===== config.mk =====
export PLATFORM = sky130hd
export DESIGN_NAME = mem_port_arbiter
export DESIGN_NICKNAME = d
export VERILOG_FILES = /design/src/rtl/mem_arb_pkg.sv /design/src/rtl/arb_timeout_cnt.sv /design/src/rtl/mem_port_arbiter.sv
export SDC_FILE = /design/constraint.sdc
export NUM_CORES = 1
export LEC_CHECK = 0
export ABC_AREA = 1
export CAP_MARGIN = 30
export CORE_MARGIN = 1
export CORE_UTILIZATION = 41
export DETAILED_ROUTE_END_ITERATION = 12
export GPL_ROUTABILITY_DRIVEN = 0
export PLACE_DENSITY = 0.79
export SYNTH_ARGS = -nofsm -noshare
export SYNTH_HDL_FRONTEND = slang
export SYNTH_HIERARCHICAL = 1
export SYNTH_SLANG_ARGS = --single-unit

===== constraint.sdc =====
create_clock -name clk -period 2.8 [get_ports clk]
set_clock_uncertainty 0.05 [all_clocks]
set_input_delay 0.28 -clock clk [delete_from_list [all_inputs] [get_ports clk]]
set_output_delay 0.28 -clock clk [all_outputs]
set_load 0.05 [all_outputs]

===== src/rtl/mem_arb_pkg.sv =====
`default_nettype none
// ============================================================================
// Module   : mem_arb_pkg
// Purpose  : Shared types for the unified-memory port arbiter: FSM state
//            encodings and the access-source tag.
// Ports    : none (package)
// Revision : 1.0 - initial release
// ============================================================================
package mem_arb_pkg;

  typedef enum logic [1:0] {
    ST_IDLE   = 2'd0,
    ST_IFETCH = 2'd1,
    ST_DACC   = 2'd2,
    ST_RESP   = 2'd3
  } arb_state_t;

  typedef enum logic {
    SRC_FETCH = 1'b0,
    SRC_DATA  = 1'b1
  } arb_src_t;

  // True in the two states that own the memory bus.
  function automatic logic arb_is_busy(input arb_state_t s);
    return (s == ST_IFETCH) || (s == ST_DACC);
  endfunction

endpackage
`default_nettype wire


===== src/rtl/arb_timeout_cnt.sv =====
`default_nettype none
// ============================================================================
// Module   : arb_timeout_cnt
// Purpose  : Cycle counter for outstanding memory accesses. o_expired is
//            asserted in the cycle whose increment would make the count
//            equal to i_limit, so the owner can abort on that same edge.
// Ports    : clk, rst       - clock, synchronous active-high reset
//            i_clear        - zero the count (priority over i_enable)
//            i_enable       - count this cycle
//            i_limit        - abort threshold (>= 1)
//            o_expired      - this enabled cycle reaches i_limit
// Revision : 1.0 - initial release
// ============================================================================
module arb_timeout_cnt #(
  parameter int CNT_W = 8
) (
  input  logic             clk,
  input  logic             rst,
  input  logic             i_clear,
  input  logic             i_enable,
  input  logic [CNT_W-1:0] i_limit,
  output logic             o_expired
);

  logic [CNT_W-1:0] r_cnt;
  logic [CNT_W:0]   w_next;

  // One extra bit so the compare never wraps, even for a limit at full scale.
  assign w_next    = {1'b0, r_cnt} + {{CNT_W{1'b0}}, 1'b1};
  assign o_expired = i_enable && (w_next == {1'b0, i_limit});

  always_ff @(posedge clk) begin
    if (rst) begin
      r_cnt <= '0;
    end else if (i_clear) begin
      r_cnt <= '0;
    end else if (i_enable) begin
      r_cnt <= w_next[CNT_W-1:0];
    end
  end

endmodule
`default_nettype wire


===== src/rtl/mem_port_arbiter.sv =====
`default_nettype none
// ============================================================================
// Module   : mem_port_arbiter
// Purpose  : Shares one single-port memory between the IF fetch port and the
//            MEM-stage data port. Data has fixed priority; stalls are raised
//            while an access is outstanding; flushed fetches are discarded;
//            a sticky error flags a memory that never acknowledges.
// Ports    : clk, rst                 - clock, synchronous active-high reset
//            global_en                - gates launching of new accesses
//            if_req/if_addr/if_kill   - fetch request, address, flush
//            if_valid/if_rdata        - fetch done pulse and instruction
//            d_req/d_we/d_addr/d_wdata- data request
//            d_valid/d_rdata          - data done pulse and load data
//            stall_fe/stall_mem       - pipeline stall requests
//            m_req/m_we/m_addr/m_wdata- memory request side
//            m_ack/m_rdata            - memory response side
//            err_timeout              - sticky no-acknowledge flag
// Revision : 1.0 - initial release
// ============================================================================
module mem_port_arbiter
  import mem_arb_pkg::*;
#(
  parameter int ADDR_W  = 32,
  parameter int DATA_W  = 32,
  parameter int TIMEOUT = 255
) (
  input  logic              clk,
  input  logic              rst,
  input  logic              global_en,
  input  logic              if_req,
  input  logic [ADDR_W-1:0] if_addr,
  input  logic              if_kill,
  output logic              if_valid,
  output logic [DATA_W-1:0] if_rdata,
  input  logic              d_req,
  input  logic              d_we,
  input  logic [ADDR_W-1:0] d_addr,
  input  logic [DATA_W-1:0] d_wdata,
  output logic              d_valid,
  output logic [DATA_W-1:0] d_rdata,
  output logic              stall_fe,
  output logic              stall_mem,
  output logic              m_req,
  output logic              m_we,
  output logic [ADDR_W-1:0] m_addr,
  output logic [DATA_W-1:0] m_wdata,
  input  logic              m_ack,
  input  logic [DATA_W-1:0] m_rdata,
  output logic              err_timeout
);

  localparam int               c_cnt_w = $clog2(TIMEOUT + 1);
  localparam logic [c_cnt_w-1:0] c_limit = c_cnt_w'(TIMEOUT);

  arb_state_t        r_state;
  arb_state_t        w_state_nxt;
  arb_src_t          r_src;
  logic [ADDR_W-1:0] r_m_addr;
  logic              r_m_we;
  logic [DATA_W-1:0] r_m_wdata;
  logic [DATA_W-1:0] r_if_rdata;
  logic [DATA_W-1:0] r_d_rdata;
  logic              r_kill_pend;
  logic              r_err;

  logic w_busy;
  logic w_launch_d;
  logic w_launch_f;
  logic w_ack;
  logic w_expired;
  logic w_abort;
  logic w_kill_now;

  assign w_busy     = arb_is_busy(r_state);
  assign w_launch_d = (r_state == ST_IDLE) && global_en && d_req;
  assign w_launch_f = (r_state == ST_IDLE) && global_en && !d_req && if_req;
  assign w_ack      = w_busy && m_ack;
  // An ack in the expiry cycle completes the access normally.
  assign w_abort    = w_busy && !m_ack && w_expired;
  // A flush seen this cycle counts as well as one remembered earlier, so a
  // kill coinciding with m_ack or with the response cycle still discards.
  assign w_kill_now = r_kill_pend || if_kill;

  arb_timeout_cnt #(
    .CNT_W (c_cnt_w)
  ) u_timeout (
    .clk       (clk),
    .rst       (rst),
    .i_clear   (w_launch_d || w_launch_f),
    .i_enable  (w_busy && !m_ack),
    .i_limit   (c_limit),
    .o_expired (w_expired)
  );

  // ---------------------------------------------------------------- FSM ----
  always_ff @(posedge clk) begin
    if (rst) begin
      r_state <= ST_IDLE;
    end else begin
      r_state <= w_state_nxt;
    end
  end

  always_comb begin
    w_state_nxt = r_state;
    case (r_state)
      ST_IDLE: begin
        if (w_launch_d) begin
          w_state_nxt = ST_DACC;
        end else if (w_launch_f) begin
          w_state_nxt = ST_IFETCH;
        end
      end
      ST_IFETCH, ST_DACC: begin
        if (m_ack) begin
          w_state_nxt = ST_RESP;
        end else if (w_expired) begin
          w_state_nxt = ST_IDLE;
        end
      end
      // The response cycle absorbs the requester's still-asserted req so it
      // is not mistaken for a new access.
      ST_RESP: w_state_nxt = ST_IDLE;
      default: w_state_nxt = ST_IDLE;
    endcase
  end

  // ----------------------------------------------------------- datapath ----
  always_ff @(posedge clk) begin
    if (rst) begin
      r_src       <= SRC_FETCH;
      r_m_addr    <= '0;
      r_m_we      <= 1'b0;
      r_m_wdata   <= '0;
      r_if_rdata  <= '0;
      r_d_rdata   <= '0;
      r_kill_pend <= 1'b0;
      r_err       <= 1'b0;
    end else begin
      if (w_launch_d) begin
        r_src     <= SRC_DATA;
        r_m_addr  <= d_addr;
        r_m_we    <= d_we;
        r_m_wdata <= d_wdata;
      end else if (w_launch_f) begin
        r_src     <= SRC_FETCH;
        r_m_addr  <= if_addr;
        r_m_we    <= 1'b0;
        r_m_wdata <= '0;
      end

      if (w_ack && (r_src == SRC_FETCH) && !w_kill_now) begin
        r_if_rdata <= m_rdata;
      end
      // Stores leave the previous load data untouched.
      if (w_ack && (r_src == SRC_DATA) && !r_m_we) begin
        r_d_rdata <= m_rdata;
      end

      if (w_state_nxt == ST_IDLE) begin
        r_kill_pend <= 1'b0;
      end else if (if_kill && (r_src == SRC_FETCH) &&
                   ((r_state == ST_IFETCH) || (r_state == ST_RESP))) begin
        r_kill_pend <= 1'b1;
      end

      if (w_abort) begin
        r_err <= 1'b1;
      end
    end
  end

  // ------------------------------------------------------------ outputs ----
  assign m_req       = w_busy;
  assign m_we        = r_m_we;
  assign m_addr      = r_m_addr;
  assign m_wdata     = r_m_wdata;
  assign if_rdata    = r_if_rdata;
  assign d_rdata     = r_d_rdata;
  assign err_timeout = r_err;

  assign if_valid  = (r_state == ST_RESP) && (r_src == SRC_FETCH) && !w_kill_now;
  assign d_valid   = (r_state == ST_RESP) && (r_src == SRC_DATA);

  assign stall_mem = d_req && !d_valid;
  assign stall_fe  = (if_req && !if_valid) || stall_mem;

endmodule
`default_nettype wire


==> summary.md <==
| Metric | Value |
|---|---|
| Pin count of the biggest net entering global routing | 67 |
| P per Cell Area | 631 mW/mm2 |
| Crit path time final | 2.41 ns |
| Post-DRT Antenna Nets | 0 |
| Crit share post-route | 0.861 |
| Pre-antenna DRT Iters | 4 |
| Synth warn | 6 |
| WHS Endpoint | m_addr[28] |
| Worst hold path startpoint | rst |
| Comb pwr share | 0.214 |
| Reg2Reg Depth | 15 |
| Power consumption | 5860 uW |
| Mux contribution to synthesized area | 0 |
| Drt via density | 4.68 |
| Met3 routed WL | ~1400 um |
| Core Area | 0.0138 mm2 |
| Post-synth design cell area | 0.00580 mm2 |
| CTS Buffer Depth | 2 |
| Die X | ~120 um |
| Routed wire length on met2 | 8530 um |
| Post-Synth Simple-Gate Area | 0.292 |
| Nets | roughly 1200 |
| Sequential area share after synthesis | 0.491 |
| Placed cell count | 1249 |
| Hold Vio Cnt, Final | 0 |
| Sequential power share | 0.375 |
| Largest family of logic cells by synthesized area | simple AND/OR/NAND/NOR gates |
| Max frequency | 415 MHz |
| Hold Crit Depth | 3 |
| Max Slew Vio Count | 0 |
| Outcome | finished, final reports clean |
| Fraction of layout cells with a size suffix above 1 | 0.0563 |
| Clk root buf | clkbuf_16 |
| Global-route usage over all layers | 0.232 |
| Synth Area per Inst | 7.04 um2 |
| Die area | 0.0146 mm2 |
| Arrival time of the worst setup path | 2.08 ns |
| Crit. End Element | output port |
| CP required | 2.47 ns |
| Grt ovf | 0 |
| First-pass GRT wire length | 26400 um |
| RSZ-0062 raised after global routing | no |
| Vias | approximately 6000 |
| IO buf count | 270 |
| Clk sink count | roughly 140 |
| Area added between synthesis and finish | 60.2% |
| Maximum level of the CTS H-tree | 4 |
| Critical path type | reg2out |
| WL final | 17500 um |
| Highest Signal Layer | met4 |
| Post-Synth Adder-Cell Area | 0.00864 |
| Post-synthesis cell type count | 28 |
| DR WL/cell | between 10 and 15 um |
| Cells after synthesis | roughly 820 |
| Hold Path Class | in2reg |
| Worst-path clk slew | 0.06 ns |
| Reg-to-Reg End | r_kill_pend |
| Synth Register Bits | roughly 140 |
| Clock power share | 0.411 |
| Post-synthesis compound-gate area fraction | 0.133 |
| Wl on met1 | 7130 um |
| Max Cap Viol | 0 |
| Worst setup SP type | register |
| Num CTS Buffers | 17 |
| Crit path max fanout | 5 |
| Vias in the first global route | ~5300 |
| Worst hold slack | between 0.3 and 0.4 ns |
| Leak | 0.00375 uW |
| Final setup viols | 0 |
| Final core occ | 0.671 |
| Drt first-iter violations | approximately 350 |
| Worst skew pair latency | 0.41 ns |
| Net Sw Frac | 0.289 |
| CTS Hold Bufs | 0 |
| Diodes inserted | 0 |
| Post-CTS Repair Setup Buffers | 0 |
| Final TNS setup | 0 ns |
| # IOs | 271 |
| # rows | 43 |
| Reg2Reg Launch Point | r_state[0] |
| Initial antenna violation count | 0 |
| Max_slew headroom | 0.550 |
| Drc violations | 0 |
| CTS tree | done |
| VDD IR-drop max | just under 0.4 mV |
| Post-Layout Cell Count | 1281 |
| Reg-to-reg slack, setup | 0.62 ns |
| Starting density of the core | 0.419 |
| PostCTS Resize Cnt | 0 |
| Synth Area in XOR/XNOR | 0.00842 |
| Psw | 1690 uW |
| HPWL after DPL | 12000 um |
| Die Ht | 121 um |
| Internal power | about 4200 uW |
| Actual slew at the worst max-slew pin | 0.675 ns |
placed cells by master (no fill, tap or decap), types with 2 or more instances in the layout:
cell / instances
a21oi_1: 75
buf_12: 2
buf_4: 12
bufinv_16: 4
clkbuf_16: 17
clkbuf_8: 2
clkdlybuf4s50_1: 268
clkinv_2: 2
clkinv_4: 2
conb_1: 12
dfxtp_1: 142
ha_1: 4
inv_1: 36
inv_2: 4
inv_6: 3
nand2_1: 262
nand2_2: 3
nand3_1: 11
nand3_2: 4
nor2_1: 144
nor2_2: 2
nor2_4: 2
o21ai_0: 74
xor2_1: 2
worst max-delay path, stage by stage, from the launching register on:
cell and delay (ns):
dfxtp_1 0.36, inv_1 0.09, ha_1 0.36, clkdlybuf4s50_1 0.87
worst max-delay path by stage:
stage / from / endpoint
5_1_grt: r_state[0] / m_req
3_5_place_dp: r_state[0] / r_kill_pend
6_report: r_state[0] / m_req
2_1_floorplan: r_state[0] / r_kill_pend
4_1_cts: r_state[0] / m_req
3_3_place_gp: d_req / stall_mem
cell usage after synthesis, drive strengths merged:
cell / number / area [um2]
a21oi: 75 / 375
nand3: 15 / 95.1
o22ai: 1 / 6.26
inv: 40 / 150
xnor3: 1 / 22.5
and3: 1 / 6.26
ha: 4 / 50.1
buf: 25 / 149
nand2: 265 / 1000
nor3: 1 / 5.00
clkbuf: 23 / 86.3
xnor2: 1 / 8.76
xor2: 2 / 17.5
nor2: 148 / 576
and2: 1 / 8.76
conb: 1 / 3.75
o21ai: 75 / 375
o21bai: 1 / 7.51
dfxtp: 142 / 2840
a211oi: 1 / 7.51
flip-flops by register name, summed over array words and instances, names as in the netlist:
name	count
r_kill_pend	1
m_addr	32
m_we	1
m_wdata	32
u_timeout/r_cnt	8
r_state	2
r_src	1
err_timeout	1
d_rdata	32
if_rdata	32
per-layer routing:
layer	global-route usage	vias up
met1	0.270	2661
met3	0.0691	23
li1	-	3107
met2	0.396	202
met5	0	-
met4	0.0965	0
area by class of cell:
class                           instances  area, um2
Clock buffer                           20        457
Clock inverter                         12        181
Fill cell                            1197       4540
Multi-Input combinational cell        604       2610
Tap cell                              180        225
Timing Repair Buffer                  283       2820
Inverter                               40        150
Sequential cell                       142       2840
power groups by stage:
| stage | registers, uW | logic [uW] | clock network [uW] |
|---|---|---|---|
| after CTS | 2200 | 1260 | 2450 |
| after global placement | 2240 | 1250 | 0 |
| after global routing | 2210 | 1340 | 2540 |
| after detailed placement | 2240 | 1250 | 0 |
| final | 2200 | 1250 | 2410 |
| after floorplan | 2590 | 413 | 0 |
per-stage QoR:
step	cell area [um2]	worst slack, ns
global route	9280	0.327
floorplan	5840	0.531
finish	9280	0.390
global placement	8640	0.653
CTS	9280	0.374
detailed placement	8640	0.646
cells by family (layout without fill, tap and decap cells):
kind of cell / after synthesis / in the layout
DFF: 142 / 142
xor gates and xnor gates: 4 / 4
other: 1 / 12
buffers and inverters: 88 / 355
and+or+nand+nor: 431 / 431
adders and majority gates: 4 / 4
AOI/OAI and AO/OA: 153 / 153
Power figures use the tool's default switching activity.
